==> src/rtl/avm_sram16_ctrl.sv <==
// Avalon-MM slave that serves single-beat 32-bit reads and posted writes
// from an external asynchronous 16-bit SRAM. Each word access is split into
// up to two halfword SRAM cycles (low half first). Every SRAM strobe is held
// for WAIT_CYCLES clocks. All outputs are registered from next-state values,
// so no avs_* input reaches an sram_* pin combinationally.
module avm_sram16_ctrl #(
  parameter int ADDR_WIDTH  = 17,
  parameter int SRAM_AW     = ADDR_WIDTH - 1,
  parameter int WAIT_CYCLES = 2
) (
  input  logic                  avm_clk,
  input  logic                  avm_rst,
  input  logic [ADDR_WIDTH-1:0] avs_address,
  input  logic                  avs_read,
  input  logic                  avs_write,
  input  logic [3:0]            avs_byteenable,
  input  logic [31:0]           avs_writedata,
  output logic                  avs_waitrequest,
  output logic                  avs_readdatavalid,
  output logic [31:0]           avs_readdata,
  output logic [SRAM_AW-1:0]    sram_addr,
  output logic [15:0]           sram_dq_o,
  output logic                  sram_dq_oe,
  input  logic [15:0]           sram_dq_i,
  output logic                  sram_ce_n,
  output logic                  sram_oe_n,
  output logic                  sram_we_n,
  output logic                  sram_ub_n,
  output logic                  sram_lb_n
);

  localparam int         WA       = ADDR_WIDTH - 2;
  localparam logic [3:0] CNT_LOAD = 4'(WAIT_CYCLES - 1);

  typedef enum logic [2:0] {
    ST_IDLE   = 3'd0,
    ST_SETUP  = 3'd1,
    ST_ACCESS = 3'd2,
    ST_WHOLD  = 3'd3,
    ST_RESP   = 3'd4
  } state_t;

  state_t          state_r, state_nx_s;
  logic [WA-1:0]   addr_r, addr_nx_s;
  logic [3:0]      be_r, be_nx_s;
  logic [31:0]     wdata_r, wdata_nx_s;
  logic            wr_r, wr_nx_s;
  logic            half_r, half_nx_s;
  logic [3:0]      cnt_r, cnt_nx_s;
  logic [31:0]     rbuf_r, rbuf_nx_s;
  logic            more_s;
  logic            active_nx_s;
  logic            drive_nx_s;
  logic            lb_en_nx_s;
  logic            ub_en_nx_s;
  logic            addr_lsb_unused_s;

  // Byte offset bits carry no meaning for word accesses.
  assign addr_lsb_unused_s = ^avs_address[1:0];

  // Next-state and datapath-next computation for the access sequencer.
  always_comb begin
    state_nx_s = state_r;
    addr_nx_s  = addr_r;
    be_nx_s    = be_r;
    wdata_nx_s = wdata_r;
    wr_nx_s    = wr_r;
    half_nx_s  = half_r;
    cnt_nx_s   = cnt_r;
    rbuf_nx_s  = rbuf_r;
    more_s     = (half_r == 1'b0) && (be_r[3:2] != 2'b00);
    case (state_r)
      ST_IDLE: begin
        if (avs_read || avs_write) begin
          // A simultaneous read and write is served as a write.
          wr_nx_s    = avs_write;
          addr_nx_s  = avs_address[ADDR_WIDTH-1:2];
          wdata_nx_s = avs_writedata;
          if (!avs_write && (avs_byteenable == 4'b0000)) begin
            be_nx_s = 4'b1111;
          end else begin
            be_nx_s = avs_byteenable;
          end
          half_nx_s  = (be_nx_s[1:0] == 2'b00) ? 1'b1 : 1'b0;
          rbuf_nx_s  = 32'h0000_0000;
          state_nx_s = ST_SETUP;
        end else begin
          state_nx_s = ST_IDLE;
        end
      end
      ST_SETUP: begin
        // A write with no lanes enabled burns this one busy clock and ends.
        if (be_r == 4'b0000) begin
          state_nx_s = ST_IDLE;
        end else begin
          state_nx_s = ST_ACCESS;
          cnt_nx_s   = CNT_LOAD;
        end
      end
      ST_ACCESS: begin
        if (cnt_r != 4'd0) begin
          cnt_nx_s = cnt_r - 4'd1;
        end else if (wr_r) begin
          state_nx_s = ST_WHOLD;
        end else begin
          if (half_r) begin
            rbuf_nx_s[31:16] = sram_dq_i;
          end else begin
            rbuf_nx_s[15:0] = sram_dq_i;
          end
          if (more_s) begin
            half_nx_s  = 1'b1;
            state_nx_s = ST_SETUP;
          end else begin
            state_nx_s = ST_RESP;
          end
        end
      end
      ST_WHOLD: begin
        if (more_s) begin
          half_nx_s  = 1'b1;
          state_nx_s = ST_SETUP;
        end else if (wr_r) begin
          state_nx_s = ST_IDLE;
        end else begin
          state_nx_s = ST_RESP;
        end
      end
      ST_RESP: begin
        state_nx_s = ST_IDLE;
      end
      default: begin
        state_nx_s = ST_IDLE;
      end
    endcase
  end

  // Strobe qualifiers for the state being entered.
  always_comb begin
    active_nx_s = (state_nx_s == ST_SETUP) || (state_nx_s == ST_ACCESS) ||
                  (state_nx_s == ST_WHOLD);
    drive_nx_s  = active_nx_s && (be_nx_s != 4'b0000);
    if (half_nx_s) begin
      lb_en_nx_s = be_nx_s[2];
      ub_en_nx_s = be_nx_s[3];
    end else begin
      lb_en_nx_s = be_nx_s[0];
      ub_en_nx_s = be_nx_s[1];
    end
  end

  // State, latched command and registered Avalon/SRAM outputs.
  always_ff @(posedge avm_clk or posedge avm_rst) begin
    if (avm_rst) begin
      state_r           <= ST_IDLE;
      addr_r            <= '0;
      be_r              <= 4'b0000;
      wdata_r           <= 32'h0000_0000;
      wr_r              <= 1'b0;
      half_r            <= 1'b0;
      cnt_r             <= 4'd0;
      rbuf_r            <= 32'h0000_0000;
      avs_waitrequest   <= 1'b0;
      avs_readdatavalid <= 1'b0;
      avs_readdata      <= 32'h0000_0000;
      sram_addr         <= '0;
      sram_dq_o         <= 16'h0000;
      sram_dq_oe        <= 1'b0;
      sram_ce_n         <= 1'b1;
      sram_oe_n         <= 1'b1;
      sram_we_n         <= 1'b1;
      sram_ub_n         <= 1'b1;
      sram_lb_n         <= 1'b1;
    end else begin
      state_r           <= state_nx_s;
      addr_r            <= addr_nx_s;
      be_r              <= be_nx_s;
      wdata_r           <= wdata_nx_s;
      wr_r              <= wr_nx_s;
      half_r            <= half_nx_s;
      cnt_r             <= cnt_nx_s;
      rbuf_r            <= rbuf_nx_s;
      avs_waitrequest   <= (state_nx_s != ST_IDLE);
      avs_readdatavalid <= (state_nx_s == ST_RESP);
      if (state_nx_s == ST_RESP) begin
        avs_readdata <= rbuf_nx_s;
      end
      if (active_nx_s) begin
        sram_addr <= SRAM_AW'({addr_nx_s, half_nx_s});
        sram_dq_o <= half_nx_s ? wdata_nx_s[31:16] : wdata_nx_s[15:0];
      end
      sram_ce_n  <= ~drive_nx_s;
      sram_oe_n  <= ~(drive_nx_s && (state_nx_s == ST_ACCESS) && !wr_nx_s);
      sram_we_n  <= ~(drive_nx_s && (state_nx_s == ST_ACCESS) && wr_nx_s);
      sram_dq_oe <= drive_nx_s && wr_nx_s;
      sram_lb_n  <= ~(drive_nx_s && lb_en_nx_s);
      sram_ub_n  <= ~(drive_nx_s && ub_en_nx_s);
    end
  end

endmodule

==> config.mk <==
export PLATFORM = sky130hd
export DESIGN_NAME = avm_sram16_ctrl
export DESIGN_NICKNAME = d
export VERILOG_FILES = /design/src/rtl/avm_sram16_ctrl.sv
export SDC_FILE = /design/constraint.sdc
export NUM_CORES = 1
export LEC_CHECK = 0
export CAP_MARGIN = 10
export CORE_MARGIN = 5
export CORE_UTILIZATION = 34
export CTS_BUF_LIST = sky130_fd_sc_hd__clkbuf_8 sky130_fd_sc_hd__clkbuf_16
export DETAILED_ROUTE_END_ITERATION = 10
export HOLD_SLACK_MARGIN = 0.03
export PLACE_DENSITY = 0.69
export SETUP_SLACK_MARGIN = 0.4
export SLEW_MARGIN = 20
export SYNTH_ARGS = -nofsm -noshare
export SYNTH_HDL_FRONTEND = slang
export SYNTH_SLANG_ARGS = --single-unit
==> constraint.sdc <==
create_clock -name avm_clk -period 16.7 [get_ports avm_clk]
set_clock_uncertainty 0.2 [all_clocks]
set_input_delay 2.505 -clock avm_clk [delete_from_list [all_inputs] [get_ports avm_clk]]
set_output_delay 2.505 -clock avm_clk [all_outputs]
set_load 0.02 [all_outputs]
==> results of run 1 <==
==> power by group <==
part           switching [mW]  total [mW]  internal (mW)
clock network           0.168       0.377          0.209
registers              0.0651       0.617          0.552
logic                   0.369       0.769          0.400
total                   0.602        1.76           1.16
==> critical path: stages <==
cell,delay [ns]
clkdlybuf4s50_1,0.49
or2_1,0.32
nand2_4,0.09
buf_4,0.82
mux2_2,0.43
mux2_2,0.26
mux2_2,0.25
==> sequential cells by signal, summed over array words and instances, names as in the netlist <==
signal             flops
sram_we_n              1
sram_lb_n              1
wdata_r               32
avs_waitrequest        1
sram_oe_n              1
avs_readdata          32
half_r                 1
state_r                3
rbuf_r                32
addr_r                15
sram_addr             16
be_r                   4
wr_r                   1
sram_ce_n              1
sram_dq_oe             1
cnt_r                  4
sram_ub_n              1
avs_readdatavalid      1
sram_dq_o             16
==> cells in the final DEF, fill, tap and decap left out, drive strengths merged, types with 4 or more instances in the layout <==
| master | netlist | final |
|---|---|---|
| a21oi | 5 | 5 |
| buf | 15 | 6 |
| clkbuf | 10 | 17 |
| clkdlybuf4s50 | 0 | 142 |
| clkinv | 0 | 4 |
| clkinvlp | 0 | 4 |
| dfrtp | 159 | 159 |
| dfstp | 5 | 5 |
| inv | 26 | 32 |
| mux2 | 113 | 113 |
| nand2 | 52 | 52 |
| nand3 | 33 | 33 |
| nor2 | 5 | 5 |
| nor3 | 6 | 6 |
| o21ai | 38 | 38 |
| o22a | 4 | 4 |
==> final cells by class <==
class / instances / area, sq um
inverters: 26 / 103
multi-input cells: 284 / 2280
repair buffers: 148 / 1480
clock buffers: 17 / 425
flip-flops and latches: 164 / 4110
fillers: 1716 / 10500
clock inverters: 15 / 146
well taps: 265 / 332
==> through the flow <==
step                worst slack, ns  instances   util  hold slack, ns
global route                  11.50        919  0.459           0.284
global placement              11.21        886  0.429           0.246
floorplan                      9.57        499      -           0.234
CTS                           11.61        918  0.458           0.272
detailed placement            11.16        886  0.429           0.257
finish                        11.60        919  0.459           0.265
==> logic make-up (layout without fill, tap and decap cells) <==
kind of cell | count (synthesis) | count (layout) | share of synthesized area
fa+ha+maj | 1 | 1 | 0.00189
mux | 116 | 116 | 0.212
flops | 164 | 164 | 0.621
buf+inv | 51 | 206 | 0.0344
simple gates | 113 | 113 | 0.0836
compound gates | 54 | 54 | 0.0471
==> per-layer routing <==
layer  global-route usage  vias to the layer above  share of wire
li1                     -                     2003              -
met1                0.168                     2149           0.42
met2                0.233                       99           0.51
met3               0.0454                       17          0.056
met4               0.0467                        0          0.013
met5                    0                        -              0
==> worst min-delay path by stage <==
stage	cells past startpoint	from	end
2_1_floorplan	2	addr_r[0]$_DFF_PP0_	addr_r[0]$_DFF_PP0_
3_3_place_gp	2	addr_r[14]$_DFF_PP0_	addr_r[14]$_DFF_PP0_
3_5_place_dp	2	addr_r[10]$_DFF_PP0_	addr_r[10]$_DFF_PP0_
4_1_cts	2	addr_r[1]$_DFF_PP0_	addr_r[1]$_DFF_PP0_
5_1_grt	2	addr_r[6]$_DFF_PP0_	addr_r[6]$_DFF_PP0_
6_report	2	addr_r[1]$_DFF_PP0_	addr_r[1]$_DFF_PP0_
==> flow_metrics.env, run 1 <==
export IMPL_run_status="finished clean"
export IMPL_ys_flop_type="dfrtp_1"
export IMPL_wl_per_cell_microns=16.0
export IMPL_ir_worst_vdd_mv=0.0819
export IMPL_grt_pass1_wl_microns=24400
export IMPL_crit_start="avs_write"
export IMPL_min_period_ns=5.10
export IMPL_grt_use_total=0.138
export IMPL_initial_core_util=0.342
export IMPL_r2r_cells=6
export IMPL_first_global_vias=4711
export IMPL_synth_edf_count=0
export IMPL_clk_path_buf_depth=2
export IMPL_synthArstFlopShare=1.00
export IMPL_start_kind="input port"
export IMPL_cts_tree="done"
export IMPL_core_area_sq_um=19300
export IMPL_grt_max_degree=91
export IMPL_synth_seq_cells=164
export IMPL_die_area_sq_um=22300
export IMPL_antenna_found_initial=0
export IMPL_fp_dieW_microns=149
export IMPL_end_kind="register"
export IMPL_leakage_nw=4.02
export IMPL_clock_sinks=164
export IMPL_fin_area_sq_um=8880
export IMPL_synth_area_leader_cell="dfrtp_1"
export IMPL_clk_pin_slew_ns=0.07
export IMPL_root_buffer="clkbuf_16"
export IMPL_syn_avg_cell_area_sq_um=13.3
export IMPL_hold_viol_final=0
export IMPL_ys_warnings_count=0
export IMPL_gp_congestion=0.787
export IMPL_dr_pass1_iters=4
export IMPL_synth_seq_area_share=0.621
export IMPL_antenna_cells=0
export IMPL_fin_nets=715
export IMPL_slew_violations=0
export IMPL_crit_end="sram_dq_o[0]$_DFFE_PP0P_"
export IMPL_synth_area_sq_um=6620
export IMPL_hold_path_class="register to register"
export IMPL_vias_per_cell=4.64
export IMPL_yosysUniqueCellTypes=41
export IMPL_cp_required_ns=16.80
export IMPL_drtIter0Drc=135
export IMPL_wl_microns=14700
export IMPL_synth_nets=573
export IMPL_drive_above_1_share=0.240
export IMPL_yosys_cell_count_top_type="dfrtp_1"
export IMPL_ioPinCount=145
export IMPL_dpl_hpwl_microns=10000
export IMPL_postCtsSetupBuffers=0
export IMPL_io_buffers=142
export IMPL_synth_cells=499
export IMPL_r2r_start="state_r[2]$_DFF_PP0_"
export IMPL_timing_final_crit_share=0.305
export IMPL_place_area_sq_um=8290
export IMPL_insertion_delay_ns=0.41
export IMPL_rrSetupSlack_ns=13.80
export IMPL_fmax_mhz=196
export IMPL_setup_viol_count_final=0
export IMPL_power_mw=1.76
export IMPL_cp_max_fo=79
export IMPL_rows=51
export IMPL_vias=4268
export IMPL_grt_overflow_total=0
export IMPL_drc=0
export IMPL_yosys_top_cells_area="dfrtp_1, mux2_2, mux2_4"
export IMPL_final_antenna_net_count=0
export IMPL_cts_buffers_inserted=17
export IMPL_cts_hold_buf=0
export IMPL_powerDensity_nw_per_um2=199
export IMPL_max_cap_viol_count=0
export IMPL_ctsResizeCount=0
export IMPL_slew_headroom=0.267
export IMPL_path_class="input port to register"
export IMPL_rsz0062_at_grt="no"
export IMPL_tns_ns=0
export IMPL_synth_top_area_frac=0.601
export IMPL_worstMarginPinSlew_ns=1.10
export IMPL_crit_arrival_ns=5.21
export IMPL_worstReg2RegEnd="sram_dq_o[11]$_DFFE_PP0P_"
export IMPL_chipHeight_microns=149
export IMPL_area_growth_pct=34.2
export IMPL_ys_top_cells_by_count="dfrtp_1, mux2_2, nand2_1, o21ai_1, nand3_1"
export IMPL_htreeDepth=4
Power figures use the tool's default switching activity.
==> run 2, diff against run 1 <==
--- a/config.mk
+++ b/config.mk
@@ -11,7 +11,7 @@
 export CTS_BUF_LIST = sky130_fd_sc_hd__clkbuf_8 sky130_fd_sc_hd__clkbuf_16
 export DETAILED_ROUTE_END_ITERATION = 10
 export HOLD_SLACK_MARGIN = 0.03
-export PLACE_DENSITY = 0.69
+export PLACE_DENSITY = 0.72
 export SETUP_SLACK_MARGIN = 0.4
 export SLEW_MARGIN = 20
 export SYNTH_ARGS = -nofsm -noshare
==> constraint.sdc (replaced) <==
create_clock -name avm_clk -period 4.35 [get_ports avm_clk]
set_clock_uncertainty 0.2 [all_clocks]
set_input_delay 0.6525 -clock avm_clk [delete_from_list [all_inputs] [get_ports avm_clk]]
set_output_delay 0.6525 -clock avm_clk [all_outputs]
set_load 0.02 [all_outputs]
==> run 2 against run 1 <==
Register-to-register slack lost 12 ns. Critical path depth is the same. Die area is the same. Critical path type is now register to register. First-iteration DRC count grew 1.5%. Worst setup slack lost 10 ns.
==> flow_metrics.env, run 2 (synthesis results as in run 1) <==
export IMPL_reg_top3="avs_readdata x32, rbuf_r x32, wdata_r x32"
export IMPL_clk_pin_slew_ns=0.06
export IMPL_timing_final_crit_share=0.659
export IMPL_share_comb_of_total_power=0.430
export IMPL_vias=4217
export IMPL_antenna_cells=0
export IMPL_run_status="finished clean"
export IMPL_first_global_vias=4411
export IMPL_final_common_cell="dfrtp_1"
export IMPL_worstMarginPinSlew_ns=0.742
export IMPL_cp_num_buf_inv=2
export IMPL_root_buffer="clkbuf_16"
export IMPL_path_class="register to register"
export IMPL_insertion_delay_ns=0.41
export IMPL_crit_arrival_ns=2.96
export IMPL_wl_microns=14100
export IMPL_cp_cell_sequence="inv_1 -> ha_1 -> nor3b_1 -> o21ai_1 -> or3_1 -> inv_2 -> mux2_2"
export IMPL_postCtsSetupBuffers=0
export IMPL_grt_pass1_wl_microns=23200
export IMPL_cts_tree="done"
export IMPL_io_buffers=142
export IMPL_cts_hold_buf=0
export IMPL_rows=51
export IMPL_setup_viol_count_final=0
export IMPL_fin_area_sq_um=8960
export IMPL_area_growth_pct=35.5
export IMPL_cp_required_ns=4.45
export IMPL_powerDensity_nw_per_um2=763
export IMPL_slowest_delay_ns=0.56
export IMPL_seq_power_share=0.344
export IMPL_min_period_ns=2.87
export IMPL_start_kind="register"
export IMPL_die_area_sq_um=22300
export IMPL_place_area_sq_um=8350
export IMPL_ctsResizeCount=0
export IMPL_cp_max_fo=33
export IMPL_hold_path_class="register to register"
export IMPL_critPathTopFamily="simple AND/OR/NAND/NOR gates"
export IMPL_max_cap_viol_count=0
export IMPL_use_met2=0.205
export IMPL_initial_core_util=0.342
export IMPL_slowest_stage="inv_2"
export IMPL_dpl_hpwl_microns=9400
export IMPL_grt_busiest_layer="met2"
export IMPL_met3_usage=0.0530
export IMPL_grt_use_total=0.132
export IMPL_netSwitchingPower_mw=2.26
export IMPL_tns_ns=0
export IMPL_fmax_mhz=349
export IMPL_htreeDepth=4
export IMPL_end_kind="register"
export IMPL_wl_per_cell_microns=15.3
export IMPL_clock_sinks=164
export IMPL_antenna_found_initial=0
export IMPL_fp_dieW_microns=149
export IMPL_slew_violations=0
export IMPL_slew_headroom=0.505
export IMPL_intPower_mw=4.58
export IMPL_cts_buffers_inserted=17
export IMPL_drive_above_1_share=0.245
export IMPL_chipHeight_microns=149
export IMPL_final_cell_mix="dfrtp_1, clkdlybuf4s50_1, mux2_2, nand2_1, o21ai_1"
export IMPL_vias_per_cell=4.57
export IMPL_fin_nets=719
export IMPL_ioPinCount=145
export IMPL_final_antenna_net_count=0
export IMPL_drtIter0Drc=137
export IMPL_clk_path_buf_depth=2
export IMPL_grt_overflow_total=0
export IMPL_core_area_sq_um=19300
export IMPL_grt_max_degree=82
export IMPL_gp_congestion=0.756
export IMPL_leakage_nw=4.06
export IMPL_ir_worst_vdd_mv=0.293
export IMPL_clkPwrFrac=0.227
export IMPL_dr_pass1_iters=4
export IMPL_rsz0062_at_grt="no"
export IMPL_hold_viol_final=0
export IMPL_drc=0
export IMPL_grt_util_met1=0.172
export IMPL_swShare=0.330
run 2: cell count changes in the layout (fill, tap and decap cells not counted):
cell	before	now
clkinv_2	1	2
clkbuf_8	0	1
clkinvlp_4	4	5
inv_6	6	3
buf_4	5	8
bufinv_16	1	3
buf_12	1	2
clkinv_4	3	1
run 2: tightest hold or removal path, stage by stage (launching register included):
cell     delay (ns)
dfrtp_1        0.32
nand2_1        0.04
nand2_1        0.07
run 2: cell type report:
cell class	count	area, sq um
clock inverter	14	176
clock buffer	18	439
tap	265	332
multi-input combinational	284	2280
timing repair buffer	152	1520
sequential	164	4110
inverter	26	101
fill	1767	10400
run 2: path summary, 6_finish.rpt:
path | from | endpoint | slack, ns | cells after the start
setup reg to reg | cnt_r[0]$_DFFE_PP0P_ | avs_readdata[1]$_DFFE_PP0P_ | 1.48 | 7
setup / recovery | cnt_r[0]$_DFFE_PP0P_ | avs_readdata[1]$_DFFE_PP0P_ | 1.48 | 7
hold reg to reg | addr_r[9]$_DFF_PP0_ | addr_r[9]$_DFF_PP0_ | 0.27 | 2
min in group asynchronous | avm_rst | rbuf_r[12]$_DFF_PP0_ | 0.46 | 2
hold / removal | addr_r[9]$_DFF_PP0_ | addr_r[9]$_DFF_PP0_ | 0.27 | 2
max in group asynchronous | avm_rst | sram_ce_n$_DFF_PP1_ | 2.56 | 3
run 2: per-stage QoR:
stage | util | hold slack (ns) | power, mW | instances | setup WS, ns
6_report | 0.464 | 0.268 | 6.84 | 923 | 1.48
4_1_cts | 0.464 | 0.270 | 6.95 | 923 | 1.46
3_3_place_gp | 0.432 | 0.249 | 5.30 | 891 | 1.17
5_1_grt | 0.464 | 0.291 | 7.28 | 923 | 1.31
3_5_place_dp | 0.432 | 0.253 | 5.37 | 891 | 1.14
2_1_floorplan | - | 0.234 | 4.38 | 499 | 1.42
run 2: layer usage:
layer	up-vias	wire length, microns
met5	-	0
met4	0	170
met3	13	1040
met2	100	6590
met1	2080	6320
li1	2024	-
run 2: power by group through the flow:
stage	clock network (mW)	logic [mW]	registers (mW)
after floorplan	0	1.74	2.64
after global placement	0	2.94	2.36
after global routing	1.67	3.19	2.42
final	1.55	2.94	2.35
after detailed placement	0	3.00	2.38
after CTS	1.60	3.00	2.35
==> run 3, diff against run 2 <==
==> constraint.sdc (replaced) <==
create_clock -name avm_clk -period 2.3 [get_ports avm_clk]
set_clock_uncertainty 0.2 [all_clocks]
set_input_delay 0.345 -clock avm_clk [delete_from_list [all_inputs] [get_ports avm_clk]]
set_output_delay 0.345 -clock avm_clk [all_outputs]
set_load 0.02 [all_outputs]
==> run 3 against run 2 <==
Die area unchanged. Worst setup slack got worse by 1.4 ns. Sequential power grew 91%. Hold slack got worse by 0.051 ns. Power up 110%. Via count is 6.6% higher. Wire length up 17%. Largest cell class unchanged. Critical path depth unchanged.
==> flow_metrics.env, run 3 (synthesis results as in run 1) <==
export IMPL_max_cap_viol_count=0
export IMPL_worstMarginPinSlew_ns=0.484
export IMPL_final_cell_mix="dfrtp_1, dlygate4sd2_1, clkdlybuf4s50_1, mux2_4, nand2_1"
export IMPL_clock_sinks=164
export IMPL_post_place_ws_ns=-0.318
export IMPL_nFillCells=1672
export IMPL_rsz0062_at_grt="yes"
export IMPL_slowest_stage="dfrtp_1"
export IMPL_r2r_start="state_r[2]$_DFF_PP0_"
export IMPL_slowest_delay_ns=0.42
export IMPL_cts_buffers_inserted=17
export IMPL_insertion_delay_ns=0.43
export IMPL_grt_use_total=0.147
export IMPL_crit_arrival_ns=2.34
export IMPL_gp_congestion=0.786
export IMPL_dpl_hpwl_microns=10600
export IMPL_crit_start="state_r[2]$_DFF_PP0_"
export IMPL_powerDensity_nw_per_um2=1480
export IMPL_min_period_ns=2.23
export IMPL_first_global_vias=4711
export IMPL_cp_max_fo=6
export IMPL_vias_per_cell=4.62
export IMPL_end_kind="register"
export IMPL_grt_max_degree=94
export IMPL_hold_viol_final=0
export IMPL_drc=0
export IMPL_crit_top_cell="mux2_4"
export IMPL_area_growth_pct=48.2
export IMPL_start_kind="register"
export IMPL_vias=4494
export IMPL_setup_viol_count_final=0
export IMPL_reg_top3="avs_readdata x32, rbuf_r x32, wdata_r x32"
export IMPL_initial_core_util=0.342
export IMPL_io_buffers=142
export IMPL_setup_ws_ns=0.0671
export IMPL_slew_headroom=0.677
export IMPL_slew_violations=0
export IMPL_chipHeight_microns=149
export IMPL_wl_per_cell_microns=17.0
export IMPL_rows=51
export IMPL_path_class="register to register"
export IMPL_final_antenna_net_count=0
export IMPL_final_common_cell="dfrtp_1"
export IMPL_cp_cell_sequence="nor3_4 -> buf_4 -> nand2_8 -> clkbuf_16 -> mux2_4 -> mux2_2 -> mux2_4"
export IMPL_wl_microns=16600
export IMPL_core_area_sq_um=19300
export IMPL_clk_pin_slew_ns=0.07
export IMPL_ir_worst_vdd_mv=0.648
export IMPL_root_buffer="clkbuf_16"
export IMPL_hold_path_class="input port to asynchronous set/reset pin"
export IMPL_htreeDepth=4
export IMPL_fin_nets=769
export IMPL_antenna_cells=0
export IMPL_leakage_nw=4.71
export IMPL_run_status="finished clean"
export IMPL_antenna_found_initial=0
export IMPL_cp_required_ns=2.41
export IMPL_grt_overflow_total=0
export IMPL_drtIter0Drc=158
export IMPL_dr_pass1_iters=4
export IMPL_ioPinCount=145
export IMPL_power_mw=14.5
export IMPL_fmax_mhz=448
export IMPL_clk_path_buf_depth=2
export IMPL_drive_above_1_share=0.329
export IMPL_grt_pass1_wl_microns=25700
export IMPL_fp_dieW_microns=149
export IMPL_die_area_sq_um=22300
export IMPL_timing_final_crit_share=0.971
export IMPL_cts_tree="done"
-- run 3: changes by cell type in the layout (fill, tap and decap cells not counted), moves of 6 or more --
cell             previous run  this run
buf_12                      2        11
clkbuf_16                  17        23
buf_6                       0        13
mux2_1                      8         2
dlygate4sd2_1               0        72
clkdlybuf4s50_1           142        70
mux2_2                     79        42
buf_4                       8        27
mux2_4                     26        69
-- run 3: layout make-up --
| class | instances | area [sq um] | area share |
|---|---|---|---|
| timing repair buffer | 202 | 2110 | 0.215 |
| clock buffer | 19 | 453 | 0.0462 |
| inverter | 26 | 114 | 0.0116 |
| multi-input combinational | 284 | 2560 | 0.261 |
| clock inverter | 13 | 123 | 0.0125 |
| sequential | 164 | 4110 | 0.419 |
| tap | 265 | 332 | 0.0338 |
-- run 3: power by group --
group | switching, mW | internal (mW)
logic | 3.20 | 4.03
clock network | 1.21 | 1.56
registers | 0.491 | 4.01
-- run 3: worst max-delay path: cells and delay by family (launching register included) --
family	cells	cell delay (ns)
multiplexers	3	0.83
flip-flops	1	0.42
buffers and inverters	2	0.35
AND/OR/NAND/NOR	2	0.31
-- run 3: path summary, 6_finish.rpt --
kind                                              to  cells past startpoint  slack, ns
min in group avm_clk             addr_r[4]$_DFF_PP0_                      3       0.26
min                        avs_waitrequest$_DFF_PP0_                      3       0.22
min reg2reg                      addr_r[5]$_DFF_PP0_                      2       0.27
max reg2reg                 sram_dq_o[9]$_DFFE_PP0P_                      7       0.07
max                         sram_dq_o[9]$_DFFE_PP0P_                      7       0.07
max in group asynchronous   sram_addr[6]$_DFFE_PP0P_                      3       1.26
-- run 3: what timing repair did --
action,4_1_cts,5_1_grt
setup endpoints to repair,162,75
gates resized for setup,88,29
hold endpoints to repair,0,0
buffers inserted,7,6
cloned,1,8
pin swaps,3,8
hold buffers,0,0
-- run 3: layer usage --
layer,wire length (microns),global-route usage,up-vias
met1,7330,0.190,2263
met4,285,0.0467,0
met3,674,0.0427,21
met2,8280,0.241,89
met5,0,0,-
li1,-,-,2121
-- run 3: stage by stage --
stage / std cells / util / instance area [sq um] / setup TNS [ns] / hold slack, ns
CTS: 959 / 0.489 / 9450 / 0 / 0.236
global route: 973 / 0.507 / 9800 / 0 / 0.243
global placement: 919 / 0.457 / 8830 / -11.75 / 0.253
detailed placement: 919 / 0.457 / 8830 / -11.84 / 0.260
floorplan: 499 / - / 6870 / -51.79 / 0.237
finish: 973 / 0.507 / 9800 / 0 / 0.217
